## config.mk

```make
export PLATFORM = sky130hd
export DESIGN_NAME = usr_seq
export DESIGN_NICKNAME = d
export VERILOG_FILES = /design/src/rtl/usr_seq.sv
export SDC_FILE = /design/constraint.sdc
export NUM_CORES = 1
export LEC_CHECK = 0
export CAP_MARGIN = 40
export CORE_MARGIN = 1
export CORE_UTILIZATION = 42
export CTS_CLUSTER_DIAMETER = 200
export DETAILED_ROUTE_END_ITERATION = 8
export GPL_TIMING_DRIVEN = 1
export HOLD_SLACK_MARGIN = 0.1
export PLACE_DENSITY = 0.73
export SLEW_MARGIN = 20
export SYNTH_ARGS = -nofsm -noshare
export SYNTH_HDL_FRONTEND = slang
export SYNTH_SLANG_ARGS = --single-unit
export TNS_END_PERCENT = 50
```

## constraint.sdc

```tcl
create_clock -name clk -period 1.46 [get_ports clk]
set_input_delay 0.292 -clock clk [delete_from_list [all_inputs] [get_ports clk]]
set_output_delay 0.292 -clock clk [all_outputs]
set_load 0.05 [all_outputs]
```

## src/rtl/usr_seq.sv

```systemverilog
// Transfer sequencer for the universal shift register: turns one TX/RX command
// into a cycle-by-cycle usr mode select with bit strobes and a completion pulse.
module usr_seq #(
  parameter int WIDTH = 5,
  parameter int CW    = 3
) (
  input  logic          clk,
  input  logic          rst,
  input  logic          start,
  input  logic [1:0]    cmd,
  input  logic [CW-1:0] len,
  input  logic          hold,
  input  logic          abort,
  output logic          ready,
  output logic          busy,
  output logic [1:0]    usr_sel,
  output logic          bit_en,
  output logic [CW-1:0] bit_cnt,
  output logic          done
);

  typedef enum logic [1:0] {IDLE, LOAD, SHIFT, DONE} state_t;

  localparam logic [CW-1:0] WIDTH_C = CW'(WIDTH);

  state_t        state_q, state_d;
  logic [CW-1:0] cnt_q, cnt_d;
  logic [CW-1:0] len_q, len_d;
  logic [1:0]    cmd_q, cmd_d;
  logic          hold_q, hold_d;
  logic          ready_q, ready_d;
  logic          busy_q, busy_d;
  logic [1:0]    sel_q, sel_d;
  logic          bit_en_q, bit_en_d;
  logic          done_q, done_d;
  logic [CW-1:0] len_eff;

  assign len_eff = (len == '0 || len > WIDTH_C) ? WIDTH_C : len;

  always_comb begin
    state_d = state_q;
    cnt_d   = cnt_q;
    len_d   = len_q;
    cmd_d   = cmd_q;
    hold_d  = 1'b0;
    case (state_q)
      IDLE: begin
        if (start) begin
          cmd_d   = cmd;
          len_d   = len_eff;
          cnt_d   = '0;
          state_d = cmd[1] ? SHIFT : LOAD;
        end
      end
      LOAD:  state_d = SHIFT;
      SHIFT: begin
        // hold_q marks the current cycle as a paused one; only active cycles count.
        if (!hold_q) begin
          cnt_d = cnt_q + CW'(1);
          if (cnt_q + CW'(1) == len_q) state_d = DONE;
        end
        if (state_d == SHIFT) hold_d = hold;
      end
      DONE:    state_d = IDLE;
      default: state_d = IDLE;
    endcase
    if (abort && state_q != IDLE) begin
      state_d = IDLE;
      hold_d  = 1'b0;
    end
  end

  // Outputs are registered from the next state so they align with state_q.
  always_comb begin
    ready_d  = (state_d == IDLE);
    busy_d   = (state_d != IDLE);
    done_d   = (state_d == DONE);
    bit_en_d = (state_d == SHIFT) && !hold_d;
    sel_d    = 2'b00;
    if (state_d == LOAD)  sel_d = 2'b11;
    if (bit_en_d)         sel_d = cmd_d[0] ? 2'b10 : 2'b01;
  end

  always_ff @(posedge clk) begin
    if (rst) begin
      state_q  <= IDLE;
      cnt_q    <= '0;
      len_q    <= WIDTH_C;
      cmd_q    <= 2'b00;
      hold_q   <= 1'b0;
      ready_q  <= 1'b1;
      busy_q   <= 1'b0;
      sel_q    <= 2'b00;
      bit_en_q <= 1'b0;
      done_q   <= 1'b0;
    end else begin
      state_q  <= state_d;
      cnt_q    <= cnt_d;
      len_q    <= len_d;
      cmd_q    <= cmd_d;
      hold_q   <= hold_d;
      ready_q  <= ready_d;
      busy_q   <= busy_d;
      sel_q    <= sel_d;
      bit_en_q <= bit_en_d;
      done_q   <= done_d;
    end
  end

  assign ready   = ready_q;
  assign busy    = busy_q;
  assign usr_sel = sel_q;
  assign bit_en  = bit_en_q;
  assign bit_cnt = cnt_q;
  assign done    = done_q;

endmodule

```

==> flow_summary.ini <==
[yosys]
synth-compound-area-share = 0.1450
ys_types = 30
synth_top_cell_area_share = 0.4217
synth_most_common_cell = dfxtp_1
synth.top_cells.by_count = dfxtp_1 (16), nor2_1 (14), a21oi_1 (5)
synth_fp_nets = 90
async_reset_ff_frac = 0
yosys.area_share.simple = 0.2323
synth_ff_type = dfxtp_1
synth_area_per_cell_sq_um = 9.863
ys_seq_area_frac = 0.4217
synth_xor_area_frac = 0.08731
syn_inst = 77
synthMuxAreaShare = 0.03954
synth_fa_ha_area_frac = 0.04942
ys_warn_count = 0
yosysTopAreaCell = dfxtp_1
synth_area_leaders = dfxtp_1 (42%), nor2_1 (6.9%), ha_1 (4.9%)
synth_enable_flop_cells = 0
synth-seq-cells = 16
synthesis.area_sq_um = 759.5
synth_top_family_by_area = simple AND/OR/NAND/NOR gates

[clocking]
ctsLongestPathBuffers = 2
htree_levels = 1
cts.sinks = 16
cts_buffers = 3
cts_tree = yes
hold_buffers = 0
clk_pin_slew_ns = 0.10
clk_latency_ns = 0.29
cts_root_buf = clkbuf_4

[route]
drt-vias-per-instance = 4.725
drt_wl_total_mm = 1.664
ant_nets = 0
dr.pass1.iters = 4
drt_iter0_drc = 9
wl_per_cell_microns = 12.06
drc = 0
vias = 652

[grt]
antenna_found_initial = 0
grt_max_degree = 16
grt.total_usage = 0.1873
grt_first_pass_wirelength_mm = 2.656
grt_pass1_vias = 643
overflow = 0

[place]
gp_congestion = 0.9120
hpwl_mm = 1.222
post_dp_cell_area_sq_um = 1176
port_buffers = 18

[die]
die_x_microns = 44.53
core_area_sq_um = 1708
die_area_sq_um = 1982
dieHeight_microns = 44.53
initial_core_util = 0.4447
rows = 15
ioPinCount = 19

[sta]
tightest_slew_ns = 0.2975
timing.final.crit_period_ns = 1.618
final.setup.worst_slack_ns = -0.1581
fmax_mhz = 618.0
maxSlewHeadroom = 0.8012
rsz0062_at_grt = true
holdWs_ns = 0.5297
final-hold-violation-count = 0
fin_skew_ns = 0.005076
fin_crit_sh = 1.108
report.final.setup_viol = 8
finalMaxSlewViolations = 0

[final_layout]
fillers = 122
finalCoreUtilization = 0.7582
multi_input_area_sq_um = 498.0
nets = 127
diodes = 0
finalInstanceArea_sq_um = 1295
area_growth_pct = 70.51
seq_area_sq_um = 331.6
final_layout_size_suffix_gt1_frac = 0.4867

[power]
p_leak_nw = 0.5237
ir_worst_vdd_mv = 0.7163
power_density_nw_per_um2 = 901.0

[worst_setup_path]
critPathKind = register to register
cp_max_fo = 4
required_ns = 1.67
endpoint_kind = register
worstSetupStartpointType = register
arrival_ns = 1.83

[worst_hold_path]
hold_class = register to register

[flow_run]
max_cap_violations = 0

[run_status]
failed_checks = negative setup slack
status = finished, violations left
[registers in the layout, indices dropped and copies added, names as in the netlist]
signal   flops
hold_q       1
usr_sel      2
done         1
len_q        3
state_q      2
cmd_q        1
ready        1
bit_cnt      3
busy         1
bit_en       1
[critical path: stages, from the launching register on]
cell,delay [ns]
dfxtp_4,0.36
ha_4,0.24
xor2_2,0.15
nor4_4,0.31
a211oi_2,0.15
nand2b_4,0.17
o22ai_1,0.16
[power by group]
part	leakage [nW]	switching (mW)	internal, mW	total [mW]
sequential	0.134	0.0240	0.464	0.488
clock	0.0210	0.146	0.152	0.297
combinational	0.369	0.183	0.199	0.381
[layer usage]
layer,routed length [microns],track usage,part of all wire,up-vias
met3,44,0.02449,0.026,2
met1,701,0.2025,0.42,301
met2,910,0.3529,0.55,12
met5,0,0,0,-
met4,9,0.09091,0.0054,0
li1,-,-,-,337
[area by class of cell]
cell class	instances	area share
Clock buffer	4	0.02802
Sequential cell	16	0.2560
Tap cell	25	0.02415
Inverter	4	0.01159
Multi-Input combinational cell	56	0.3845
Timing Repair Buffer	33	0.2957
[cell families after synthesis]
kind of cell	after synthesis
adder cells (fa/ha/maj)	3
XOR/XNOR	4
AND/OR/NAND/NOR	31
multiplexers	3
buffers and inverters	5
AO/OA/AOI/OAI	15
flip-flops	16
[cell usage in the layout (no fill, tap or decap), types with 2 or more instances in the layout]
master	count
a211o_1	3
a21oi_1	3
dfxtp_2	3
nor3b_1	2
inv_1	2
nor2_1	13
dfxtp_1	11
clkdlybuf4s50_1	9
buf_12	9
mux2i_1	2
nor2b_1	2
inv_2	2
buf_4	15
ha_4	2
a21oi_4	2
dfxtp_4	2
clkbuf_4	3
nand2_1	2
[what timing repair did]
item / 4_1_cts / 5_1_grt
endpoints found under the setup margin: 11 / 11
buffers inserted: 1 / 1
pin swaps: 1 / 6
resized for setup: 8 / 9
[stage by stage]
stage / total power, mW / std cells / worst slack, ns / TNS, ns
global route: 1.222 / 138 / -0.2383 / -1.385
finish: 1.167 / 138 / -0.1581 / -0.7090
floorplan: 0.6727 / 77 / -0.1635 / -0.6106
detailed placement: 0.8346 / 132 / -0.3563 / -2.385
CTS: 1.155 / 137 / -0.1487 / -0.8508
global placement: 0.8266 / 132 / -0.2765 / -2.210
[worst paths after layout]
kind / start / endpoint / slack, ns / cells after the start
max: bit_cnt[0] / usr_sel[0] / -0.16 / 6
min: len_q[0] / len_q[0] / 0.53 / 1
max reg2reg: bit_cnt[0] / usr_sel[0] / -0.16 / 6
min reg2reg: len_q[0] / len_q[0] / 0.53 / 1
(Power assumes the default switching activity.)
